[src/rtl/phase_gen.sv]
// Two-phase non-overlapping clock generator: synchronises an async PWM command
// and drives complementary phases separated by a programmable dead time.
`timescale 1ns/1ps
module phase_gen #(
  parameter int SYNC_STAGES = 2,
  parameter int DEAD_W      = 8,
  parameter int DEAD_CYCLES = 2
) (
  input  logic clk,
  input  logic rst_n,
  input  logic V_PWM_C,
  output logic phi1,
  output logic phi2
);

  typedef enum logic [2:0] {OFF, DT1, PH1, DT2, PH2} state_t;

  localparam int CNT_MAX  = (2 ** DEAD_W) - 1;
  localparam int OFF_LD_I = SYNC_STAGES + DEAD_CYCLES - 2;
  localparam logic [DEAD_W-1:0] DT_LOAD  = DEAD_W'(DEAD_CYCLES - 1);
  // Leaving OFF, the synchroniser still holds reset zeros rather than real
  // samples; the first dead time is stretched by the fill depth to cover that.
  localparam logic [DEAD_W-1:0] OFF_LOAD = DEAD_W'((OFF_LD_I > CNT_MAX) ? CNT_MAX : OFF_LD_I);

  logic [SYNC_STAGES-1:0] sync;
  logic                   s;
  state_t                 state, state_n;
  logic [DEAD_W-1:0]      cnt, cnt_n;

  always_ff @(posedge clk or negedge rst_n) begin
    if (!rst_n) sync <= '0;
    else        sync <= {sync[SYNC_STAGES-2:0], V_PWM_C};
  end

  assign s = sync[SYNC_STAGES-1];

  always_ff @(posedge clk or negedge rst_n) begin
    if (!rst_n) begin
      state <= OFF;
      cnt   <= '0;
      phi1  <= 1'b0;
      phi2  <= 1'b0;
    end else begin
      state <= state_n;
      cnt   <= cnt_n;
      phi1  <= (state_n == PH1);
      phi2  <= (state_n == PH2);
    end
  end

  always_comb begin
    state_n = state;
    cnt_n   = cnt;
    case (state)
      OFF: begin
        cnt_n   = OFF_LOAD;
        state_n = s ? DT1 : DT2;
      end
      DT1: begin
        if (!s) begin
          state_n = DT2;
          cnt_n   = DT_LOAD;
        end else if (cnt == '0) begin
          state_n = PH1;
        end else begin
          cnt_n = cnt - DEAD_W'(1);
        end
      end
      DT2: begin
        if (s) begin
          state_n = DT1;
          cnt_n   = DT_LOAD;
        end else if (cnt == '0) begin
          state_n = PH2;
        end else begin
          cnt_n = cnt - DEAD_W'(1);
        end
      end
      PH1: begin
        if (!s) begin
          state_n = DT2;
          cnt_n   = DT_LOAD;
        end
      end
      PH2: begin
        if (s) begin
          state_n = DT1;
          cnt_n   = DT_LOAD;
        end
      end
      default: state_n = OFF;
    endcase
  end

endmodule

[config.mk]
export PLATFORM = sky130hd
export DESIGN_NAME = phase_gen
export DESIGN_NICKNAME = d
export VERILOG_FILES = /design/src/rtl/phase_gen.sv
export SDC_FILE = /design/constraint.sdc
export NUM_CORES = 1
export LEC_CHECK = 0
export ABC_AREA = 0
export CAP_MARGIN = 20
export CORE_MARGIN = 1
export CORE_UTILIZATION = 50
export DETAILED_ROUTE_END_ITERATION = 10
export PLACE_DENSITY = 0.77
export SYNTH_ARGS = -nofsm -noshare
export SYNTH_HDL_FRONTEND = slang
export SYNTH_SLANG_ARGS = --single-unit
[constraint.sdc]
create_clock -name clk -period 3.92 [get_ports clk]
set_input_delay 1.176 -clock clk [delete_from_list [all_inputs] [get_ports clk]]
set_output_delay 1.176 -clock clk [all_outputs]
set_load 0.005 [all_outputs]
After elaboration in Yosys (flattened, before gate mapping)
Index checks and enable logic that the tools add are counted.
W data, S select, Z words.
{ "op_classes": {"muxes": 14, "reduce_logical": 4, "n_addsub": 1, "eq_ne": 8} }
{ "ops": {"columns": ["operator", "n"], "rows": [
  ["$mux W8", 5],
  ["$pmux W8 S5", 1],
  ["$mux W3", 6],
  ["$pmux W3 S5", 1],
  ["$eq A3 B2 Y1 const B", 3],
  ["$logic_not A8 Y1", 1],
  ["$sub A8 B1 Y8 const B", 1],
  ["$eq A3 B3 Y1 const B", 2],
  ["$reduce_bool A5 Y1", 1],
  ["$ne A2 B2 Y1 const B", 2],
  ["$eq A3 B1 Y1 const B", 1],
  ["$logic_not A3 Y1", 1],
  ["$reduce_and A3 Y1", 1],
  ["$mux W2", 1]
]} }
{ "totals": {"ff_bits": 15, "output_inout_bits": 2, "elab_cells": 32, "in_bits": 3} }

Logic depth before layout (Yosys ltp)
Gate-level depths: netlist of the first run.
{ "logic_depth": {"word_depth": 5, "ltp_mapped": 6, "mapped_depth_nobuf": 6} }

Least setup slack after synthesis of the first run
No wires, ideal clock.
{ "synth_path": {"path_kind": "flip-flop to flip-flop", "startpoint": "reg cnt[0]", "endpoint": "reg cnt[5]", "stages_incl_launch_ff": 5, "t_arrival_ps": 1588, "required_time_ps": 3842, "synth_period_minus_slack_ps": 1665, "n_path_buf": 0, "setup_time_ps": 78, "slack_ps": 2255, "cell_sequence": "dfrtp_1 or3_1 a2111o_1 or3_1 a21oi_1"} }
{ "synth_between": {"elab_chain_cells": 4, "word_cells_on_any_way": 6, "cone_classes": "add/sub: 1; mux: 4; reduce/logical: 1"} }
{ "synth_rtl": {"columns": ["item", "line_no", "rtl"], "rows": [
  ["start, declared", "28", "logic [DEAD_W-1:0] cnt, cnt_n;"],
  ["start signal, assigned", "45", "cnt <= cnt_n;"],
  ["$sub A8 B1 Y8 or $logic_not A8 Y1 (tied branches)", null, null],
  ["$mux W8 *", "63, 73", null],
  ["$mux W8, on equally long branches", "70, 60", null],
  ["$pmux W8 S5 *", "54", "case (state)"]
]} }
Mark *: on every way between the ends. The rest lies on a longest branch, timed or not.
A chain may end at the register's enable or synchronous reset.

Worst setup path after layout of the first run
{ "layout_path": {"startpoint": "reg phi2", "endpoint": "out phi2"} }
{ "layout_lines": {"columns": ["item", "line_no", "rtl"], "rows": [
  ["start, declared", "13", "output logic phi2"],
  ["start signal, assigned", "47", "phi2 <= (state_n == PH2);"]
]} }
No word-level cell between the ends.

==> metrics.txt, run 1 <==
status=complete, no violations; setup bufs post-CTS=0; Avg Vias per Cell=6.43; clock-pin transition on the worst setup and hold timing paths=0.10 ns; initial antenna violation count=0; switching power share of the total=0.441; n_diodes=0; Synth Warn #=0; Fin Setup TNS=0 ns; max capacitance violation total=0; final cell count without fillers=106; Syn Area/Cell=9.73 µm²; worst path required time=2.74 ns; multiplexer share of the synthesized area=0.0245; Final ANT Viol Nets=0; Die H=42.4 µm; drt drc=0; unrepaired setup endpoints after global routing=no; final cycle utilization of the critical path=0.591; slowest cell delay on critical path=0.50 ns; crit path max fanout=1; crit path to=phi2; #FFs+latches synth=15; combinational share of power=0.477; DRT Wirelength=1730 µm; CP max stage cell=clkdlybuf4s50_1; Synth area leaders=dfrtp_1 (46%), a21oi_1 (4.9%), o21ai_0 (4.9%); CTS Buffer Depth=2; Multi-input gate area=415 µm²; relative slew slack=0.547; most frequent cells in the layout=dfrtp_1 (15), a21oi_1 (8), o21ai_0 (8); IO buf count=4; Post-Synthesis Cells=84; Internal=0.000397 W; First-pass DRT Iterations=5; Compound-Gate Fraction of Synth Area=0.224; reg2reg setup slack=1.94 ns; Setup violations, final=0; num rows=14; routed vias=682; largest family of logic cells by synthesized area=simple AND/OR/NAND/NOR gates; final net count=95; Reg-to-Reg Start=cnt[0]; wire length per cell=16.3 µm; fraction of layout cells with a size suffix above 1=0.111; CTS tree=done; top cell type's share of synthesized area=0.459; Post-Synth XOR/XNOR Area=0.0199; CTS buffer count=3; DP HPWL=1210 µm; Hold Crit Class=reg2reg; Reg power frac=0.393; commonest non-fill, non-tap cell in the layout=dfrtp_1; Initial Util=0.536; CP arrival=1.14 ns; Crit Path Category=reg2out; CP endpoint kind=output pin; fill count=138; initial DRC count=22; final hold vios=0; Area Overhead vs Synth=9.65%; Ports=5; worst reg-to-reg path cell count=6; Die W=42.4 µm; Die Area=1800 µm²; clock latency on the worst-skew pair=0.29 ns; first-pass GRT wire length=3040 µm; crit path launch type=register; Mapped Nets=88; routability congestion estimate=0.821; core box area=1520 µm²; PwrDens=794 nW/µm²; fmax=431 MHz; number of global-route vias before repair=637; CTS sink count=15; register area share after synthesis=0.459; clock power share=0.131; switching power of the nets=0.000314 W; simple-gate share of the synthesized area=0.225; cell count along the critical path=1; post-layout min period=2.32 ns; dpl cells=102; Pleak=0.395 nW; Hold Buf Count CTS=0; CTS H-tree lvls=1; Storage cell area=375 µm²; Global Route Usage Sum=0.232; GRT overflow=0; post-synthesis adder-cell area fraction=0.0153; largest delay contributor family on the critical path=buffers and inverters; post-synthesis instance area=817 µm²; Worst Tran Pin Value=0.677 ns; CTS Root Cell=clkbuf_4; Cell variety after synth=34; area leader, netlist=dfrtp_1; Worst Skew=0.00880 ns; r2r endpoint=cnt[7]; crit-path cells=clkdlybuf4s50_1; CTS resizes=0; largest net degree at the start of global routing=16; Max VDD drop=0.000353 V; worst path bufs/invs=1; crit path from=phi2; Slew Limit Fails=0
==> sequential cells by signal, indices dropped and copies added, names as in the netlist <==
register / count
cnt: 8
state: 3
sync: 2
phi1: 1
phi2: 1
==> layout make-up <==
type,instances,area share
clock inverters,1,0.00838
flip-flops and latches,15,0.419
well taps,16,0.0223
inverters,4,0.0168
multi-input cells,63,0.464
clock buffers,3,0.0251
repair buffers,4,0.0447
==> power groups by stage <==
stage | registers (W) | logic [W] | clock network [W]
floorplan | 0.000254 | 0.000273 | 0
detailed placement | 0.000281 | 0.000336 | 0
finish | 0.000279 | 0.000339 | 0.0000930
global placement | 0.000275 | 0.000323 | 0
global route | 0.000291 | 0.000380 | 0.000106
CTS | 0.000279 | 0.000339 | 0.0000967
==> per-stage QoR <==
step            util  total power, W  setup WS (ns)  area (µm²)  hold slack (ns)
2_1_floorplan      -        0.000527           2.25         817            0.331
3_3_place_gp   0.568        0.000598           1.86         866            0.334
3_5_place_dp   0.568        0.000617           1.83         866            0.357
4_1_cts        0.588        0.000714           1.58         896            0.381
5_1_grt        0.588        0.000777           1.54         896            0.392
6_report       0.588        0.000711           1.60         896            0.384
==> Yosys cell counts, drive strengths merged <==
| cell | count |
|---|---|
| nor3b | 1 |
| a221o | 1 |
| a21o | 3 |
| nand2b | 3 |
| nor3 | 3 |
| xor2 | 1 |
| ha | 1 |
| nor2 | 3 |
| and2b | 1 |
| mux2i | 2 |
| and3 | 1 |
| inv | 4 |
| or3b | 1 |
| a22o | 1 |
| dfrtp | 15 |
| nor4 | 2 |
| a311oi | 1 |
| o311ai | 1 |
| o2111ai | 1 |
| and3b | 1 |
| nand3 | 5 |
| o2bb2ai | 1 |
| a21oi | 8 |
| nand2 | 5 |
| o21ai | 8 |
| a2111o | 1 |
| or3 | 5 |
| a31oi | 1 |
| clkbuf | 2 |
| o211ai | 1 |
==> logic make-up (layout without fill, tap and decap cells) <==
group           Yosys count  count (layout)
fa+ha+maj                 1               1
xor+xnor                  1               1
flops                    15              15
mux                       2               2
buf+inv                   6              12
simple gates             31              31
compound gates           28              28
==> worst min path at each step <==
| stage | from | end | cells past startpoint |
|---|---|---|---|
| after floorplan | sync[0] | sync[1] | 0 |
| after global placement | sync[0] | sync[1] | 0 |
| after detailed placement | sync[0] | sync[1] | 0 |
| after CTS | sync[0] | sync[1] | 0 |
| after global routing | sync[0] | sync[1] | 0 |
| final | sync[0] | sync[1] | 0 |
==> metal layers <==
metal	vias to the layer above	part of all wire	global-route usage	routed length, µm
met2	14	0.46	0.329	799
li1	325	-	-	-
met4	0	0.024	0.131	42
met3	5	0.024	0.0517	42
met5	-	0	0	0
met1	338	0.49	0.323	843
(Power assumes the default switching activity.)
==> inputs of run 2 (changes only) <==
clock period = 2.3 ns   (was 3.92 ns; I/O delays follow)
==> run 2 against run 1 <==
Combinational power up 72%. Power is 70% higher. Clock skew is 0.0049 ns lower. Largest power group unchanged.
==> metrics.txt, run 2 (synthesis results as in run 1) <==
routed vias=679 (-0.44%); CTS Root Cell=clkbuf_4; CTS buffer count=3 (unchanged); CTS Buffer Depth=2 (unchanged); worst reg-to-reg path cell count=6 (unchanged); min-delay src=sync[0]; final hold vios=0 (unchanged); worst path bufs/invs=1 (unchanged); setup bufs post-CTS=0 (unchanged); Crit Path Category=reg2reg; crit-path cells=inv_1 > ha_1 > nor3b_1 > nand3_1 > or3_1 > a21oi_1; GRT overflow=0 (unchanged); largest net degree at the start of global routing=15 (-1); Pleak=0.400 nW (+1.5%); fin area=900 µm² (+0.42%); relative slew slack=0.675 (+0.128); Hold Crit Class=reg2reg; CP endpoint kind=register; Global Route Usage Sum=0.219 (-0.0124); CTS sink count=15 (unchanged); initial DRC count=29 (+32%); final net count=96 (+1.1%); CP arrival=2.14 ns (+1.00 ns); worst path required time=2.50 ns (-0.24 ns); CTS resizes=0 (unchanged); Max VDD drop=0.000657 V (+86%); CTS H-tree lvls=1 (unchanged); Largest register FFs=8 (unchanged); CP max stage cell=dfrtp_1; dpl ws=0.414 ns (-1.42 ns); PwrDens=1340 nW/µm² (+69%); first-pass GRT wire length=2900 µm (-4.7%); routability congestion estimate=0.899 (+9.4%); Fin Setup TNS=0 ns (unchanged); r2r endpoint=phi2; clock-pin transition on the worst setup and hold timing paths=0.09 ns (about the same); max capacitance violation total=0 (unchanged); Setup violations, final=0 (unchanged); most frequent cells in the layout=dfrtp_1 (15), a21oi_1 (8), o21ai_0 (8); Worst Skew=0.00393 ns (-0.00487 ns); dpl cells=103 (+0.98%); Final Core Density=0.590 (+0.00246); final cycle utilization of the critical path=0.841; hold-critical path endpoint=sync[1]; Slew Limit Fails=0 (unchanged); fraction of layout cells with a size suffix above 1=0.110 (-0.00122); Most flops, register=cnt; crit path max fanout=6 (+5); Ports=5 (unchanged); number of global-route vias before repair=625 (-1.9%); core box area=1520 µm² (unchanged); largest delay contributor family on the critical path=simple AND/OR/NAND/NOR gates; fmax=517 MHz; cell count along the critical path=6 (+5); Area Overhead vs Synth=10.1%; Die W=42.4 µm (unchanged); status=complete, no violations; wire length per cell=15.6 µm (-4.4%); Die Area=1800 µm² (unchanged); Die H=42.4 µm (unchanged); CTS tree=done; Worst Tran Pin Value=0.483 ns (-0.194 ns); crit path launch type=register; final cell count without fillers=107 (+0.94%); unrepaired setup endpoints after global routing=no; Avg Vias per Cell=6.35 (-1.4%); n_diodes=0 (unchanged); Reg-to-Reg Start=cnt[0]; slowest cell delay on critical path=0.44 ns (-0.06 ns); Hold Path Depth=0 (unchanged); clock latency on the worst-skew pair=0.28 ns (about the same); IO buf count=4 (unchanged); Hold Buf Count CTS=0 (unchanged); commonest non-fill, non-tap cell in the layout=dfrtp_1; num rows=14 (unchanged); drt drc=0 (unchanged); First-pass DRT Iterations=4 (-1); Regs by FF count=cnt: 8 flops, state: 3 flops, sync: 2 flops; worst setup margin=0.366 ns (-1.24 ns); DRT Wirelength=1670 µm (-3.5%); initial antenna violation count=0 (unchanged); Final ANT Viol Nets=0 (unchanged); reg2reg setup slack=0.37 ns (-1.57 ns); Initial Util=0.536 (unchanged); post-layout min period=1.93 ns; DP Area=873 µm² (+0.87%); DP HPWL=1210 µm (about the same)
[run 2: cell types whose count changed in the layout (fill, tap and decap cells not counted)]
cell and change:
clkinvlp_4 -1, buf_4 +1, clkbuf_1 +1
[run 2: worst max path at each step]
stage	from	to	slack, ns
after detailed placement	cnt[0]	phi2	0.41
after global routing	cnt[0]	phi2	0.18
after CTS	cnt[0]	phi2	0.37
after floorplan	cnt[0]	cnt[5]	0.63
final	cnt[0]	phi2	0.37
after global placement	cnt[0]	phi2	0.53
[run 2: final cells by class]
type	count	area [µm²]
fillers	131	624
multi-input cells	63	415
flip-flops and latches	15	375
repair buffers	5	47.5
clock buffers	4	26.3
well taps	16	20.0
inverters	4	15.0
[run 2: per-stage QoR]
step,total power (W),hold slack [ns]
global placement,0.00102,0.334
finish,0.00121,0.359
CTS,0.00121,0.362
detailed placement,0.00105,0.339
floorplan,0.000899,0.331
global route,0.00132,0.366
[run 2: metal layers]
layer	share of wire	vias to the layer above	track usage
met5	0	-	0
met4	0.024	0	0.113
met3	0.037	5	0.0388
met2	0.46	22	0.314
met1	0.48	325	0.316
li1	-	327	-
[run 2: report_power, final]
part           switching [W]  total (W)  leakage [nW]  internal [W]
clock network      0.0000822   0.000150        0.0150     0.0000674
registers           0.000125   0.000475         0.192      0.000350
logic               0.000322   0.000584         0.194      0.000262
total               0.000528    0.00121         0.400      0.000680
[run 2: worst reg2reg max path: cells and delay by family, from the launching register on]
| family | cells | cell delay, ns |
|---|---|---|
| and+or+nand+nor | 3 | 0.97 |
| adders and majority gates | 1 | 0.20 |
| AOI/OAI and AO/OA | 1 | 0.17 |
| buffers and inverters | 1 | 0.08 |
| DFF | 1 | 0.44 |
